<file path="config.mk">
export PLATFORM = sky130hd
export DESIGN_NAME = alien_hit_detector
export DESIGN_NICKNAME = d
export VERILOG_FILES = /design/src/rtl/chip_invaders_pkg.sv /design/src/rtl/aabb_overlap.sv /design/src/rtl/alien_hit_detector.sv
export SDC_FILE = /design/constraint.sdc
export NUM_CORES = 1
export LEC_CHECK = 0
export ABC_AREA = 1
export CAP_MARGIN = 20
export CELL_PAD_IN_SITES_DETAIL_PLACEMENT = 1
export CELL_PAD_IN_SITES_GLOBAL_PLACEMENT = 2
export CORE_MARGIN = 1
export CORE_UTILIZATION = 18
export CTS_CLUSTER_DIAMETER = 50
export DETAILED_ROUTE_END_ITERATION = 10
export PLACE_DENSITY_LB_ADDON = 0.1
export SETUP_SLACK_MARGIN = 0.05
export SLEW_MARGIN = 20
export SYNTH_ARGS = -nofsm -noshare
export SYNTH_HDL_FRONTEND = slang
export SYNTH_HIERARCHICAL = 1
export SYNTH_SLANG_ARGS = --single-unit
</file>
<file path="constraint.sdc">
create_clock -name clk -period 4.2 [get_ports clk]
set_input_delay 0.84 -clock clk [delete_from_list [all_inputs] [get_ports clk]]
set_output_delay 0.84 -clock clk [all_outputs]
set_load 0.02 [all_outputs]
</file>
<file path="src/rtl/chip_invaders_pkg.sv">
// Shared types and sprite geometry for the chip invaders game logic.
// Coordinates are 16-bit screen pixels; sprite sizes are in pixels.
package chip_invaders_pkg;

    localparam int COORD_W  = 16;
    typedef logic [COORD_W-1:0] coord_t;

    localparam int ALIEN_W  = 32;
    localparam int ALIEN_H  = 16;
    localparam int BULLET_W = 2;
    localparam int BULLET_H = 8;

    typedef enum logic [1:0] {
        IDLE,
        SCAN,
        REPORT
    } hit_state_e;

endpackage

</file>
<file path="src/rtl/aabb_overlap.sv">
// Combinational axis-aligned box overlap test; edges that merely touch do not overlap.
// Sums are widened by one bit so boxes near the right/bottom screen edge never wrap.
module aabb_overlap
    import chip_invaders_pkg::*;
#(
    parameter int A_W = ALIEN_W,
    parameter int A_H = ALIEN_H,
    parameter int B_W = BULLET_W,
    parameter int B_H = BULLET_H
) (
    input  coord_t a_x,
    input  coord_t a_y,
    input  coord_t b_x,
    input  coord_t b_y,
    output logic   overlap
);

    typedef logic [COORD_W:0] wide_t;

    wide_t ax, ay, bx, by;

    assign ax = {1'b0, a_x};
    assign ay = {1'b0, a_y};
    assign bx = {1'b0, b_x};
    assign by = {1'b0, b_y};

    assign overlap = (bx < ax + wide_t'(A_W)) &&
                     (bx + wide_t'(B_W) > ax) &&
                     (by < ay + wide_t'(A_H)) &&
                     (by + wide_t'(B_H) > ay);

endmodule

</file>
<file path="src/rtl/alien_hit_detector.sv">
// Scans the alien formation one alien per cycle, bottom row first, and reports the
// first live alien the player bullet overlaps as a one-cycle hit pulse with its score.
module alien_hit_detector
    import chip_invaders_pkg::*;
#(
    parameter int NUM_ROWS   = 3,
    parameter int NUM_COLS   = 5,
    parameter int SCORE_BASE = 10
) (
    input  logic                                      clk,
    input  logic                                      rst,
    input  logic                                      check_req,
    input  logic                                      bullet_active,
    input  coord_t                                    bullet_x,
    input  coord_t                                    bullet_y,
    input  logic   [NUM_ROWS-1:0][NUM_COLS-1:0]       alive_matrix,
    input  coord_t [NUM_ROWS-1:0][NUM_COLS-1:0]       alien_pos_x,
    input  coord_t [NUM_ROWS-1:0][NUM_COLS-1:0]       alien_pos_y,
    output logic                                      busy,
    output logic   [NUM_ROWS-1:0][NUM_COLS-1:0]       hit_signals,
    output logic                                      bullet_hit,
    output logic                                      scan_done,
    output logic   [7:0]                              score_add
);

    localparam int NUM_ALIENS = NUM_ROWS * NUM_COLS;
    localparam int IDX_W      = (NUM_ALIENS > 1) ? $clog2(NUM_ALIENS) : 1;
    localparam int ROW_W      = (NUM_ROWS > 1) ? $clog2(NUM_ROWS) : 1;
    localparam int COL_W      = (NUM_COLS > 1) ? $clog2(NUM_COLS) : 1;

    localparam logic [IDX_W-1:0] LAST_IDX   = IDX_W'(NUM_ALIENS - 1);
    localparam logic [ROW_W-1:0] BOTTOM_ROW = ROW_W'(NUM_ROWS - 1);
    localparam logic [COL_W-1:0] LAST_COL   = COL_W'(NUM_COLS - 1);

    // Lower rows are closer to the player and therefore worth less.
    function automatic logic [7:0] row_score(input logic [ROW_W-1:0] r);
        return 8'(SCORE_BASE * (NUM_ROWS - int'(r)));
    endfunction

    hit_state_e state_q, state_d;
    logic [IDX_W-1:0] idx_q, idx_d;
    logic [ROW_W-1:0] row_q, row_d;
    logic [COL_W-1:0] col_q, col_d;
    coord_t bx_q, bx_d, by_q, by_d;

    logic [NUM_ROWS-1:0][NUM_COLS-1:0] hit_d;
    logic                              bullet_hit_d;
    logic                              scan_done_d;
    logic [7:0]                        score_d;
    logic                              busy_d;

    logic overlap;
    logic alien_hit;

    aabb_overlap #(
        .A_W (ALIEN_W),
        .A_H (ALIEN_H),
        .B_W (BULLET_W),
        .B_H (BULLET_H)
    ) u_overlap (
        .a_x     (alien_pos_x[row_q][col_q]),
        .a_y     (alien_pos_y[row_q][col_q]),
        .b_x     (bx_q),
        .b_y     (by_q),
        .overlap (overlap)
    );

    assign alien_hit = alive_matrix[row_q][col_q] && overlap;

    always_ff @(posedge clk) begin
        if (rst) begin
            state_q     <= IDLE;
            idx_q       <= '0;
            row_q       <= '0;
            col_q       <= '0;
            bx_q        <= '0;
            by_q        <= '0;
            busy        <= 1'b0;
            hit_signals <= '0;
            bullet_hit  <= 1'b0;
            scan_done   <= 1'b0;
            score_add   <= '0;
        end else begin
            state_q     <= state_d;
            idx_q       <= idx_d;
            row_q       <= row_d;
            col_q       <= col_d;
            bx_q        <= bx_d;
            by_q        <= by_d;
            busy        <= busy_d;
            hit_signals <= hit_d;
            bullet_hit  <= bullet_hit_d;
            scan_done   <= scan_done_d;
            score_add   <= score_d;
        end
    end

    // Row/col walk alongside the linear index so no divide is needed to locate alien k.
    always_comb begin
        state_d      = state_q;
        idx_d        = idx_q;
        row_d        = row_q;
        col_d        = col_q;
        bx_d         = bx_q;
        by_d         = by_q;
        hit_d        = '0;
        bullet_hit_d = 1'b0;
        scan_done_d  = 1'b0;
        score_d      = '0;

        case (state_q)
            IDLE: begin
                if (check_req && bullet_active) begin
                    state_d = SCAN;
                    bx_d    = bullet_x;
                    by_d    = bullet_y;
                    idx_d   = '0;
                    row_d   = BOTTOM_ROW;
                    col_d   = '0;
                end
            end
            SCAN: begin
                if (!bullet_active) begin
                    state_d = IDLE;
                end else if (alien_hit) begin
                    state_d              = REPORT;
                    hit_d[row_q][col_q]  = 1'b1;
                    bullet_hit_d         = 1'b1;
                    scan_done_d          = 1'b1;
                    score_d              = row_score(row_q);
                end else if (idx_q == LAST_IDX) begin
                    state_d     = REPORT;
                    scan_done_d = 1'b1;
                end else begin
                    idx_d = idx_q + 1'b1;
                    if (col_q == LAST_COL) begin
                        col_d = '0;
                        row_d = row_q - 1'b1;
                    end else begin
                        col_d = col_q + 1'b1;
                    end
                end
            end
            REPORT: begin
                state_d = IDLE;
            end
            default: begin
                state_d = IDLE;
            end
        endcase

        busy_d = (state_d != IDLE);
    end

endmodule

</file>
==> results_dict.tcl, run 1 <==
set metrics [dict create \
    status "completed" \
    ant_nets 0 \
    core_mm2 0.04925 \
    root_buffer "clkbuf_16" \
    layout_commonest_cell "clkdlybuf4s50_1" \
    synthArstFlopShare 0 \
    antenna_found_initial 33 \
    grt_max_degree 61 \
    fin_crit_ns 4.118 \
    power.internal_uw 2785 \
    endpoint_kind "flop" \
    grt_first_pass_wirelength_mm 97.16 \
    synthAdderAreaFrac 0.09813 \
    grt_remaining_overflow 0 \
    wl_per_cell_um 23.77 \
    clk_latency_ns 0.36 \
    p_per_area_mw_per_mm2 273.4 \
    drt_iter0_drc 522 \
    maxCapViolations 0 \
    place_area_mm2 0.01638 \
    post_layout_nonfiller_instances 2907 \
    rsz0062_at_grt "true" \
    firstDrtPassIters 5 \
    critPathArrivalTime_ns 4.40 \
    synth_edf_count 0 \
    p_sw_uw 2131 \
    drc 0 \
    min_path_cells 2 \
    timing.final.crit_share 0.9805 \
    dieWidth_um 226.3 \
    timing.fmax_mhz 242.8 \
    p_clk_frac 0.165 \
    startpoint_type "input port" \
    tightest_slew_ns 0.5936 \
    synth_xor_area_frac 0.03967 \
    clk_pin_slew_ns 0.06 \
    crit_path_max_fanout 5 \
    viasPerCell 4.649 \
    maxSlewHeadroom 0.6019 \
    grt_pass1_vias 14280 \
    pre_cts_slack_ns -0.7744 \
    cts_tree "yes" \
    hold_path.class "reg2reg" \
    portBuffers 552 \
    final_cell_mix "clkdlybuf4s50_1, nand2_1, nor2_1" \
    rows 81 \
    syn_inst 1529 \
    setup_ws_ns 0.08208 \
    crit_required_ns 4.48 \
    yosys.area_share.simple 0.3824 \
    dieArea_mm2 0.05119 \
    area_delta_synth_final_pct 98.60 \
    die_h_um 226.3 \
    h-tree-depth 3 \
    p_seq_frac 0.139 \
    rr_worst_depth 31 \
    power_frac_comb 0.696 \
    postLayoutCellArea_mm2 0.01798 \
    clockBufferDepth 2 \
    critPathKind "in2reg" \
    synth_top_family_by_area "simple AND/OR/NAND/NOR gates" \
    initial_utilization 0.1838 \
    yosys_warnings 6 \
    synth_area_per_cell_um2 5.920 \
    syn-cell-area_mm2 0.009052 \
    ioPinCount 557 \
    ys_types 53 \
    setup_tns_ns 0 \
    dp_cells 2815 \
    cts_sinks 63 \
    vias 13510 \
    drt-total-wl_mm 69.10 \
    setup_viol 0 \
    cts_buffers 9 \
    synth_mux_area_frac 0.01327 \
    synth_compound_gate_area_share 0.2276 \
    place.detailed.hpwl_mm 57.00 \
    slew_violations 0 \
    clock_skew_ns 0.02089 \
    p_total_uw 4916 \
    ys_ff_latch 63 \
    drive_gt1_frac 0.1845 \
    final-hold-violation-count 0 \
    finish.net_count 2819 \
    grt_usage 0.2639 \
    synth_ff_type "dfxtp_1" \
    swShare 0.4335 \
    p_leak_uw 0.007799 \
    n_fill_cell 6185 \
    peakVddDrop_v 0.0001866 \
    ys_seq_area_frac 0.1393 \
    routabilityCongestion 0.8917 \
]
cell families after synthesis:
logic type,after synthesis
multiplexers,12
adder cells (fa/ha/maj),71
flip-flops,63
AND/OR/NAND/NOR,802
XOR/XNOR,41
other,1
AO/OA/AOI/OAI,326
buffers and inverters,213
final timing paths:
path,slack [ns],startpoint,endpoint
hold reg to reg,0.52,bx_q[0]$_SDFFE_PP0P_,bx_q[0]$_SDFFE_PP0P_
hold / removal,0.52,bx_q[0]$_SDFFE_PP0P_,bx_q[0]$_SDFFE_PP0P_
setup / recovery,0.08,alien_pos_x[57],col_q[0]$_SDFFE_PP0P_
setup reg to reg,0.10,col_q[2]$_SDFFE_PP0P_,col_q[0]$_SDFFE_PP0P_
area by class of cell:
type,count,area [um2],area share
antenna,21,52.55,0.002923
clock buffer,12,256.5,0.01427
clock inverter,4,45.04,0.002505
inverter,121,495.5,0.02756
multi-input combinational,1256,7450,0.4144
sequential,63,1277,0.07106
tap,664,830.8,0.04621
timing repair buffer,766,7571,0.4211
Yosys cell counts, drive strengths merged (7+ instances only):
cell type | instances | area [um2]
a22oi | 43 | 322.8
o21ai | 88 | 444.2
o31ai | 7 | 52.55
nand3 | 71 | 407.9
a22o | 13 | 113.9
a221oi | 17 | 148.9
nand2 | 378 | 1441
xor2 | 28 | 245.2
nor2 | 272 | 1105
a21oi | 86 | 430.4
xnor2 | 13 | 113.9
buf | 57 | 309.0
dfxtp | 63 | 1261
a211oi | 10 | 75.07
mux2i | 12 | 120.1
ha | 71 | 888.4
inv | 118 | 445.4
nand4 | 30 | 187.7
o22ai | 12 | 75.07
or2 | 16 | 100.1
nor3 | 24 | 145.1
a31oi | 12 | 75.07
a21o | 11 | 82.58
clkbuf | 35 | 131.4
sequential cells by signal (all words and copies together) (netlist names):
signal,cells
row_q,2
scan_done,1
state_q,2
idx_q,4
hit_signals,15
col_q,3
bullet_hit,1
score_add,2
bx_q,16
by_q,16
busy,1
critical path: stages:
cell	delay [ns]
clkdlybuf4s50_1	0.46
nor2_1	0.06
o22ai_2	0.26
buf_4	0.16
a22oi_1	0.07
nor2_1	0.15
buf_4	0.16
nand2_4	0.06
buf_6	0.13
nor3_4	0.19
nand3_2	0.10
buf_4	0.15
xor2_1	0.14
ha_1	0.19
a21oi_2	0.11
nand3b_1	0.13
nand3_1	0.10
nor2_2	0.10
nand2_2	0.07
nor2_4	0.19
nand3_4	0.14
buf_6	0.17
nand4_1	0.08
nand2_1	0.08
nor2_1	0.10
power groups by stage:
stage	Sequential, uW	Clock [uW]	Combinational, uW
after CTS	682	830	3250
final	682	812	3420
after floorplan	670	0	1380
after detailed placement	694	0	3020
after global routing	688	856	3740
after global placement	694	0	2980
per-layer routing:
layer	global-route usage	vias up	wire [um]
li1	-	6554	-
met1	0.3111	6486	28980
met2	0.4638	360	34170
met3	0.05909	94	3837
met4	0.09677	20	1979
met5	0	-	132
what timing repair did:
action	CTS	global route
buffers inserted	25	29
setup endpoints to repair	31	31
hold buffers	0	0
pin swaps	58	82
gates cloned	2	1
resized for setup	100	134
per-stage QoR:
stage | hold slack [ns] | util
after floorplan | 0.4603 | -
after global placement | 0.4862 | 0.3325
after detailed placement | 0.4963 | 0.3325
after CTS | 0.5046 | 0.3503
after global routing | 0.5466 | 0.3649
final | 0.5166 | 0.3650
No activity file was read; power rests on OpenSTA's default activity.
==> run 2, diff against run 1 <==
Settings changed: PLACE_DENSITY from default to 0.87, PLACE_DENSITY_LB_ADDON 0.1 to default.
==> run 2 against run 1 <==
Net effect: critical path depth increased by 5; utilization is 0.11 points higher; combinational power is essentially flat; first-iteration DRC count rose by 45%; wire length shrank 2.2%; sequential power is essentially flat; cell count down 0.24%; critical path type is now reg2reg; highest routed layer unchanged.
==> results_dict.tcl, run 2 (same netlist as run 1, synthesis figures left out) <==
set metrics [dict create \
    status "completed" \
    cts_tree "yes" \
    startpoint_type "flop" \
    setup_viol 0 \
    dieWidth_um 226.3 \
    grt_first_pass_wirelength_mm 93.23 \
    drt-total-wl_mm 67.60 \
    rows 81 \
    core_mm2 0.04925 \
    initial_utilization 0.1838 \
    timing.fmax_mhz 243.9 \
    viasPerCell 4.713 \
    path_delay_family "simple AND/OR/NAND/NOR gates" \
    antenna_found_initial 16 \
    hold_path.class "reg2reg" \
    cp_num_buf_inv 8 \
    maxSlewHeadroom 0.4710 \
    layout_commonest_cell "clkdlybuf4s50_1" \
    grt_remaining_overflow 0 \
    slew_violations 0 \
    timing.final.crit_share 0.9762 \
    final_cell_mix "clkdlybuf4s50_1, nand2_1, nor2_1" \
    final-hold-violation-count 0 \
    tightest_slew_ns 0.7887 \
    crit_path_max_fanout 7 \
    routabilityCongestion 0.9620 \
    endpoint_kind "flop" \
    critPathArrivalTime_ns 4.37 \
    die_h_um 226.3 \
    crit_required_ns 4.47 \
    ioPinCount 557 \
    grt_max_degree 44 \
    fin_crit_ns 4.100 \
    drive_gt1_frac 0.1765 \
    place.detailed.hpwl_mm 55.17 \
    cts_sinks 63 \
    maxCapViolations 0 \
    rsz0062_at_grt "true" \
    wl_per_cell_um 23.31 \
    peakVddDrop_v 0.0001800 \
    drc 0 \
    grt_usage 0.2504 \
    p_per_area_mw_per_mm2 268.8 \
    area_delta_synth_final_pct 99.20 \
    vias 13670 \
    portBuffers 552 \
    largest_registers "bx_q: 16 flops, by_q: 16 flops, hit_signals: 15 flops" \
    n_fill_cell 6188 \
    critPathMaxStageDelay_ns 0.36 \
    dieArea_mm2 0.05119 \
    cp_slowest_cell "dfxtp_4" \
    clock_skew_ns 0.007489 \
    grt_pass1_vias 14400 \
    cts_buffers 9 \
    setup_tns_ns 0 \
    clockBufferDepth 2 \
    ant_nets 0 \
    clk_latency_ns 0.35 \
    p_leak_uw 0.007925 \
    firstDrtPassIters 5 \
    drt_iter0_drc 757 \
    root_buffer "clkbuf_16" \
    critPathKind "reg2reg" \
    clk_pin_slew_ns 0.06 \
    finish.net_count 2823 \
    utilization 0.3661 \
    h-tree-depth 3 \
]
[run 2: area by class of cell]
| type | instances | area (um2) | share of cell area |
|---|---|---|---|
| flip-flops and latches | 63 | 1277 | 0.07084 |
| inverters | 121 | 473.0 | 0.02623 |
| diodes | 10 | 25.02 | 0.001388 |
| clock buffers | 11 | 242.7 | 0.01346 |
| clock inverters | 5 | 56.30 | 0.003122 |
| repair buffers | 770 | 7701 | 0.4271 |
| well taps | 664 | 830.8 | 0.04607 |
| multi-input cells | 1256 | 7426 | 0.4118 |
[run 2: per-layer routing]
| metal | track usage | wire length, um |
|---|---|---|
| met5 | 0 | 49 |
| met4 | 0.1040 | 2213 |
| met3 | 0.04613 | 3987 |
| met2 | 0.4362 | 33240 |
| met1 | 0.2999 | 28110 |
[run 2: worst paths after layout]
path,startpoint,endpoint,slack [ns],cells after the start
worst max register to register,col_q[2]$_SDFFE_PP0P_,col_q[0]$_SDFFE_PP0P_,0.10,30
worst min-delay path,idx_q[3]$_SDFFE_PP0P_,idx_q[3]$_SDFFE_PP0P_,0.50,2
worst min register to register,idx_q[3]$_SDFFE_PP0P_,idx_q[3]$_SDFFE_PP0P_,0.50,2
worst max-delay path,col_q[2]$_SDFFE_PP0P_,col_q[0]$_SDFFE_PP0P_,0.10,30
[run 2: tightest hold or removal path: stages (launching register included)]
cell	delay [ns]
dfxtp_1	0.33
nand2_1	0.07
a21oi_1	0.05
[run 2: report_power, final]
part           internal, uW  switching, uW
registers               631           51.6
logic                  1630           1760
clock network           475            293
total                  2740           2110
[run 2: repair_timing]
action | CTS | global route
gates cloned | 3 | 2
pin swaps | 37 | 84
setup endpoints to repair | 31 | 31
setup buffers | 23 | 44
gates resized for setup | 66 | 143
hold buffers | 0 | 0
[run 2: through the flow]
step                      instance area, um2  hold slack (ns)  instances  power [uW]  worst slack (ns)
after floorplan                         9064           0.4603       1532        2055            0.4850
after global placement                 16360           0.4824       2806        3641           -0.4691
after detailed placement               16360           0.4920       2806        3690           -0.5264
after CTS                              17160           0.5006       2848        4636           0.05118
after global routing                   18030           0.5241       2898        5157           -0.1453
final                                  18030           0.4998       2900        4847            0.1000
==> run 3, diff against run 2 <==
Settings changed: GPL_ROUTABILITY_DRIVEN from default to 0.
==> run 3 against run 2 <==
Net effect: sequential power about the same; fmax down 1.7%; die area unchanged; setup slack worse by 0.070 ns; flip-flop and latch count unchanged; wire length down 0.80%; first-iteration DRC count up 1.6%; global-route usage down 0.29 points; critical endpoint is now score_add[4]$_SDFF_PP0_.
==> results_dict.tcl, run 3 (same netlist as run 1, synthesis figures left out) <==
set metrics [dict create \
    crit_required_ns 4.48 \
    post_layout_nonfiller_instances 2867 \
    final-hold-violation-count 0 \
    min_path_cells 2 \
    setup_ws_ns 0.03043 \
    grt_usage 0.2475 \
    largest_registers "bx_q: 16 flops, by_q: 16 flops, hit_signals: 15 flops" \
    hold_start "by_q[1]$_SDFFE_PP0P_" \
    fin_crit_ns 4.170 \
    core_mm2 0.04925 \
    p_per_area_mw_per_mm2 274.7 \
    cts_buffers 9 \
    die_h_um 226.3 \
    ioPinCount 557 \
    postLayoutCellArea_mm2 0.01783 \
    hold_end "by_q[1]$_SDFFE_PP0P_" \
    timing.rr.start "col_q[2]$_SDFFE_PP0P_" \
    p_total_uw 4897 \
    setup_tns_ns 0 \
    critPathMaxStageDelay_ns 0.36 \
    drt_iter0_drc 769 \
    root_buffer "clkbuf_16" \
    dp_cells 2808 \
    startpoint_type "flop" \
    grt_max_degree 49 \
    place.detailed.hpwl_mm 53.83 \
    finish.net_count 2792 \
    pre_cts_slack_ns -0.6765 \
    viasPerCell 4.743 \
    grt_first_pass_wirelength_mm 93.19 \
    endpoint_kind "flop" \
    ant_nets 0 \
    wl_per_cell_um 23.39 \
    portBuffers 552 \
    status "completed" \
    rr_endpoint "score_add[4]$_SDFF_PP0_" \
    clk_pin_slew_ns 0.05 \
    clock_skew_ns 0.009053 \
    dieWidth_um 226.3 \
    area_delta_synth_final_pct 96.93 \
    initial_utilization 0.1838 \
    rows 81 \
    hold_path.class "reg2reg" \
    ff2ff_setup_slack_ns 0.03 \
    firstDrtPassIters 5 \
    final_cell_mix "clkdlybuf4s50_1, nand2_1, nor2_1" \
    maxSlewHeadroom 0.5441 \
    antenna_found_initial 13 \
    cts_tree "yes" \
    rr_worst_depth 32 \
    grt_remaining_overflow 0 \
    h-tree-depth 3 \
    maxCapViolations 0 \
    timing.fmax_mhz 239.8 \
    drt-total-wl_mm 67.06 \
    clockBufferDepth 2 \
    slew_violations 0 \
    crit_top_cell "nor2_4" \
    cts_sinks 63 \
    critPathKind "reg2reg" \
    setup_viol 0 \
    critPathArrivalTime_ns 4.45 \
    grt_pass1_vias 14540 \
    place_area_mm2 0.01635 \
    clk_latency_ns 0.35 \
    drc 0 \
    vias 13600 \
    dieArea_mm2 0.05119 \
    rsz0062_at_grt "true" \
    layout_commonest_cell "clkdlybuf4s50_1" \
    crit_path_max_fanout 7 \
    timing.final.crit_share 0.9928 \
    holdBufCountCts 0 \
    peakVddDrop_v 0.0002101 \
    cp_slowest_cell "dfxtp_4" \
    tightest_slew_ns 0.6797 \
    drive_gt1_frac 0.1731 \
    p_leak_uw 0.007688 \
]
## run 3: cell types whose count changed in the layout (fill, tap and decap cells not counted), sizes merged
cell	previous run	this run
clkdlybuf4s50	532	540
dlygate4sd2	3	4
diode	10	8
bufbuf	1	5
dlymetal6s2s	17	8
buf	215	178
bufinv	1	2
clkinv	5	6
## run 3: worst max-delay path: cells and delay by family, from the launching register on
family / cells / cell delay [ns]
buffers and inverters: 9 / 0.91
AO/OA/AOI/OAI: 2 / 0.25
adder cells (fa/ha/maj): 2 / 0.42
AND/OR/NAND/NOR: 18 / 1.91
flip-flops: 1 / 0.36
XOR/XNOR: 1 / 0.20
## run 3: metal layers
| metal | up-vias | wire (um) | track usage |
|---|---|---|---|
| met5 | - | 36 | 0 |
| li1 | 6489 | - | - |
| met4 | 6 | 2154 | 0.08697 |
| met2 | 460 | 33350 | 0.4390 |
| met1 | 6544 | 27560 | 0.2957 |
| met3 | 98 | 3952 | 0.04561 |
## run 3: what timing repair did
action	in CTS	in global routing
setup endpoints to repair	31	31
pin swaps	36	92
cloned	5	4
gates resized for setup	72	129
buffers inserted	11	16
## run 3: worst max path at each step
stage                                      from                        end  cells past startpoint
final                     col_q[2]$_SDFFE_PP0P_    score_add[4]$_SDFF_PP0_                     32
after global routing      col_q[2]$_SDFFE_PP0P_      col_q[1]$_SDFFE_PP0P_                     32
after CTS                      alien_pos_y[216]      col_q[0]$_SDFFE_PP0P_                     28
after detailed placement       alien_pos_y[135]  hit_signals[6]$_SDFF_PP0_                     24
after global placement         alien_pos_y[135]      row_q[0]$_SDFFE_PP0P_                     28
after floorplan           col_q[2]$_SDFFE_PP0P_      row_q[0]$_SDFFE_PP0P_                     28
## run 3: power by group
part | total, uW | switching [uW] | internal, uW
Clock | 820 | 299 | 520
Sequential | 684 | 53.1 | 631
Combinational | 3390 | 1770 | 1620
Total | 4900 | 2120 | 2780
## run 3: final cells by class
type | instances | area, um2
clock inverters | 7 | 96.34
well taps | 664 | 830.8
flip-flops and latches | 63 | 1280
multi-input cells | 1256 | 7410
repair buffers | 739 | 7476
fillers | 6087 | 31430
inverters | 121 | 489.2
clock buffers | 9 | 225.2
diodes | 8 | 20.02
## run 3: per-stage QoR
step / hold WS (ns) / util
3_5_place_dp: 0.5104 / 0.3319
4_1_cts: 0.5262 / 0.3483
6_report: 0.5187 / 0.3619
3_3_place_gp: 0.4802 / 0.3319
2_1_floorplan: 0.4603 / -
5_1_grt: 0.5790 / 0.3619
==> patch: new RTL, flow settings as in run 3 <==
Encoding of `hit_state_e`: now one-hot (3 bits for 3 states).
--- a/src/rtl/chip_invaders_pkg.sv
+++ b/src/rtl/chip_invaders_pkg.sv
@@ -11,8 +11,8 @@
     localparam int BULLET_H = 8;
 
-    typedef enum logic [1:0] {
-        IDLE,
-        SCAN,
-        REPORT
+    typedef enum logic [2:0] {
+        IDLE   = 3'b001,
+        SCAN   = 3'b010,
+        REPORT = 3'b100
     } hit_state_e;
 
Function: same outputs for any inputs over 4 cycles, from zero or initial values and one cycle with rst high; so few cycles prove little.
==> patch against run 3 <==
  * The run now ends with negative setup slack left
  * Worst setup slack lost 0.077 ns
  * Final area grew 2.1%
  * Wire length shrank 2.9%
  * Critical path depth shrank 8
  * Via count grew 1.7%
  * Synthesized area grew 2.4%
  * Total power shrank 30%
  * Clock skew grew 0.011 ns
  * Worst hold slack lost 0.023 ns
  * Register-to-register slack lost 0.06 ns
  * Sequential cell count grew 1
  * Sequential power shrank 0.9%
  * Maximum frequency shrank 1.8%
  * Utilization shrank 0.15 points
==> patch: results (changes against run 3) <==
[logic_synthesis]
synth-compound-area-share_pct=20.8  ; was 22.8%
synthXorXnorAreaFrac_pct=3.59  ; was 3.97%
synth_commonest_cells=376 x nand2_1, 239 x nor2_1, 124 x inv_1, 94 x o21ai_0, 93 x a21oi_1  ; was 371 x nand2_1, 258 x nor2_1, 107 x inv_1, 87 x o21ai_0, 86 x a21oi_1
synthTopCellsByArea=nand2_1 15%, dfxtp_1 14%, nor2_1 9.7%  ; was nand2_1 15%, dfxtp_1 14%, nor2_1 11%
synthMuxAreaShare_pct=0.756  ; was 1.33%
synth_seq_area_share_pct=13.8  ; was 13.9%
syn_inst=1570  ; was 1529
synth_fa_ha_area_share_pct=9.58  ; was 9.81%
synth.distinct_cells=55  ; was 53

[clock_tree]
clock_latency_ns=0.36
cts_max_level=3  ; unchanged
clkTransAtPathRegs_ns=0.07  ; was 0.05 ns

[placed_design]
pre_cts_slack_ns=-0.834  ; was -0.677 ns
dpl_cell_area_sq_mm=0.0166  ; was 0.0163 sq mm
port_buffers=552  ; unchanged
post-dp-hpwl_um=53100  ; was 53800 um

[outcome]
run_status=complete, but fails checks  ; was finished, final reports clean
violations=negative setup slack

[cells_and_area]
n_fill_cell=6340  ; was 6087
finalNonFillerCells=2945  ; was 2867
nets=2869  ; was 2792
multi_input_area_sq_mm=0.00756  ; was 0.00741 sq mm
drive_above_1_share_pct=19.5  ; was 17.3%
reg_top3=bx_q: 16 flops, by_q: 16 flops, hit_signals: 15 flops  ; unchanged

[grt]
grt_pass1_wl_um=93400  ; was 93200 um
grt_start_max_net_pins=42  ; was 49
antenna_found_initial=4  ; was 13
grt_use_met3_pct=4.07  ; was 4.56%
met2_usage_pct=44.0  ; was 43.9%
grt_pass1_vias=14925  ; was 14542
grt_use_met1_pct=28.2  ; was 29.6%
grt.total_usage_pct=23.9  ; was 24.7%

[setup_path]
path_max_fanout=6  ; was 7
r2r_start=col_q[1]  ; was col_q[2]
cpMaxStageDelayCell=clkdlybuf4s50_1  ; was dfxtp_4
arrival_ns=4.54  ; was 4.45 ns
crit_start=alien_pos_x[7]  ; was col_q[2]
slowest_delay_ns=0.45  ; was 0.36 ns

[power_and_ir_drop]
vdd_drop_max_mv=0.156  ; was 0.210 mV
leakage_nw=7.86  ; was 7.69 nW

[route]
avgViaCountPerCell=4.69  ; was 4.74
routedWlPerCell_um=22.1  ; was 23.4 um
drt_pass1_iterations=5  ; unchanged
drtIter0Drc=589  ; was 769

[sta]
worst_pin_slew_ns=1.01  ; was 0.680 ns
worst_slack_ns=-0.0467  ; was 0.0304 ns
finClkSkew_ns=0.0200  ; was 0.00905 ns
finalSetupViolations=2  ; was 0
tns_ns=-0.0869  ; was 0 ns

[min_path]
hp-start=by_q[2]  ; was by_q[1]

[patch: where the power goes]
| part | switching [mW] | internal, mW |
|---|---|---|
| clock network | 0.326 | 0.463 |
| registers | 0.0464 | 0.632 |
| logic | 0.953 | 1.02 |
| total | 1.33 | 2.12 |
[patch: cells by family (layout without fill, tap and decap cells)]
group,after synthesis,count (layout)
compound gates,316,316
xor+xnor,38,38
fa+ha+maj,71,71
buf+inv,229,928
flops,64,64
mux,7,7
other cells,1,5
simple gates,844,844
[patch: routing by layer]
layer	vias to the layer above	wire (um)
li1	6634	-
met4	6	1760
met5	-	38
met3	98	3540
met2	518	32600
met1	6567	27200
[patch: final timing paths]
kind	cells after the start	slack [ns]	to
setup reg to reg	33	-0.03	row_q[1]
hold / removal	2	0.50	by_q[2]
setup / recovery	24	-0.05	row_q[1]
hold reg to reg	2	0.50	by_q[2]
[patch: worst reg2reg max path: cells and delay by family, from the launching register on]
family	cells	cell delay (ns)
buf+inv	10	1.16
compound gates	2	0.13
xor+xnor	1	0.19
simple gates	19	1.98
fa+ha+maj	1	0.30
flops	1	0.40
[patch: layout make-up]
cell class,instances,share of cell area (%)
inverters,135,2.98
clock buffers,9,1.24
clock inverters,7,0.426
diodes,1,0.0138
well taps,672,4.62
multi-input cells,1280,41.5
flip-flops and latches,64,7.14
repair buffers,777,42.0
[patch: repair_timing]
item | 4_1_cts | 5_1_grt
gates cloned | 3 | 0
resized for setup | 119 | 89
pin swaps | 64 | 69
setup buffers | 51 | 17
endpoints found under the setup margin | 30 | 30
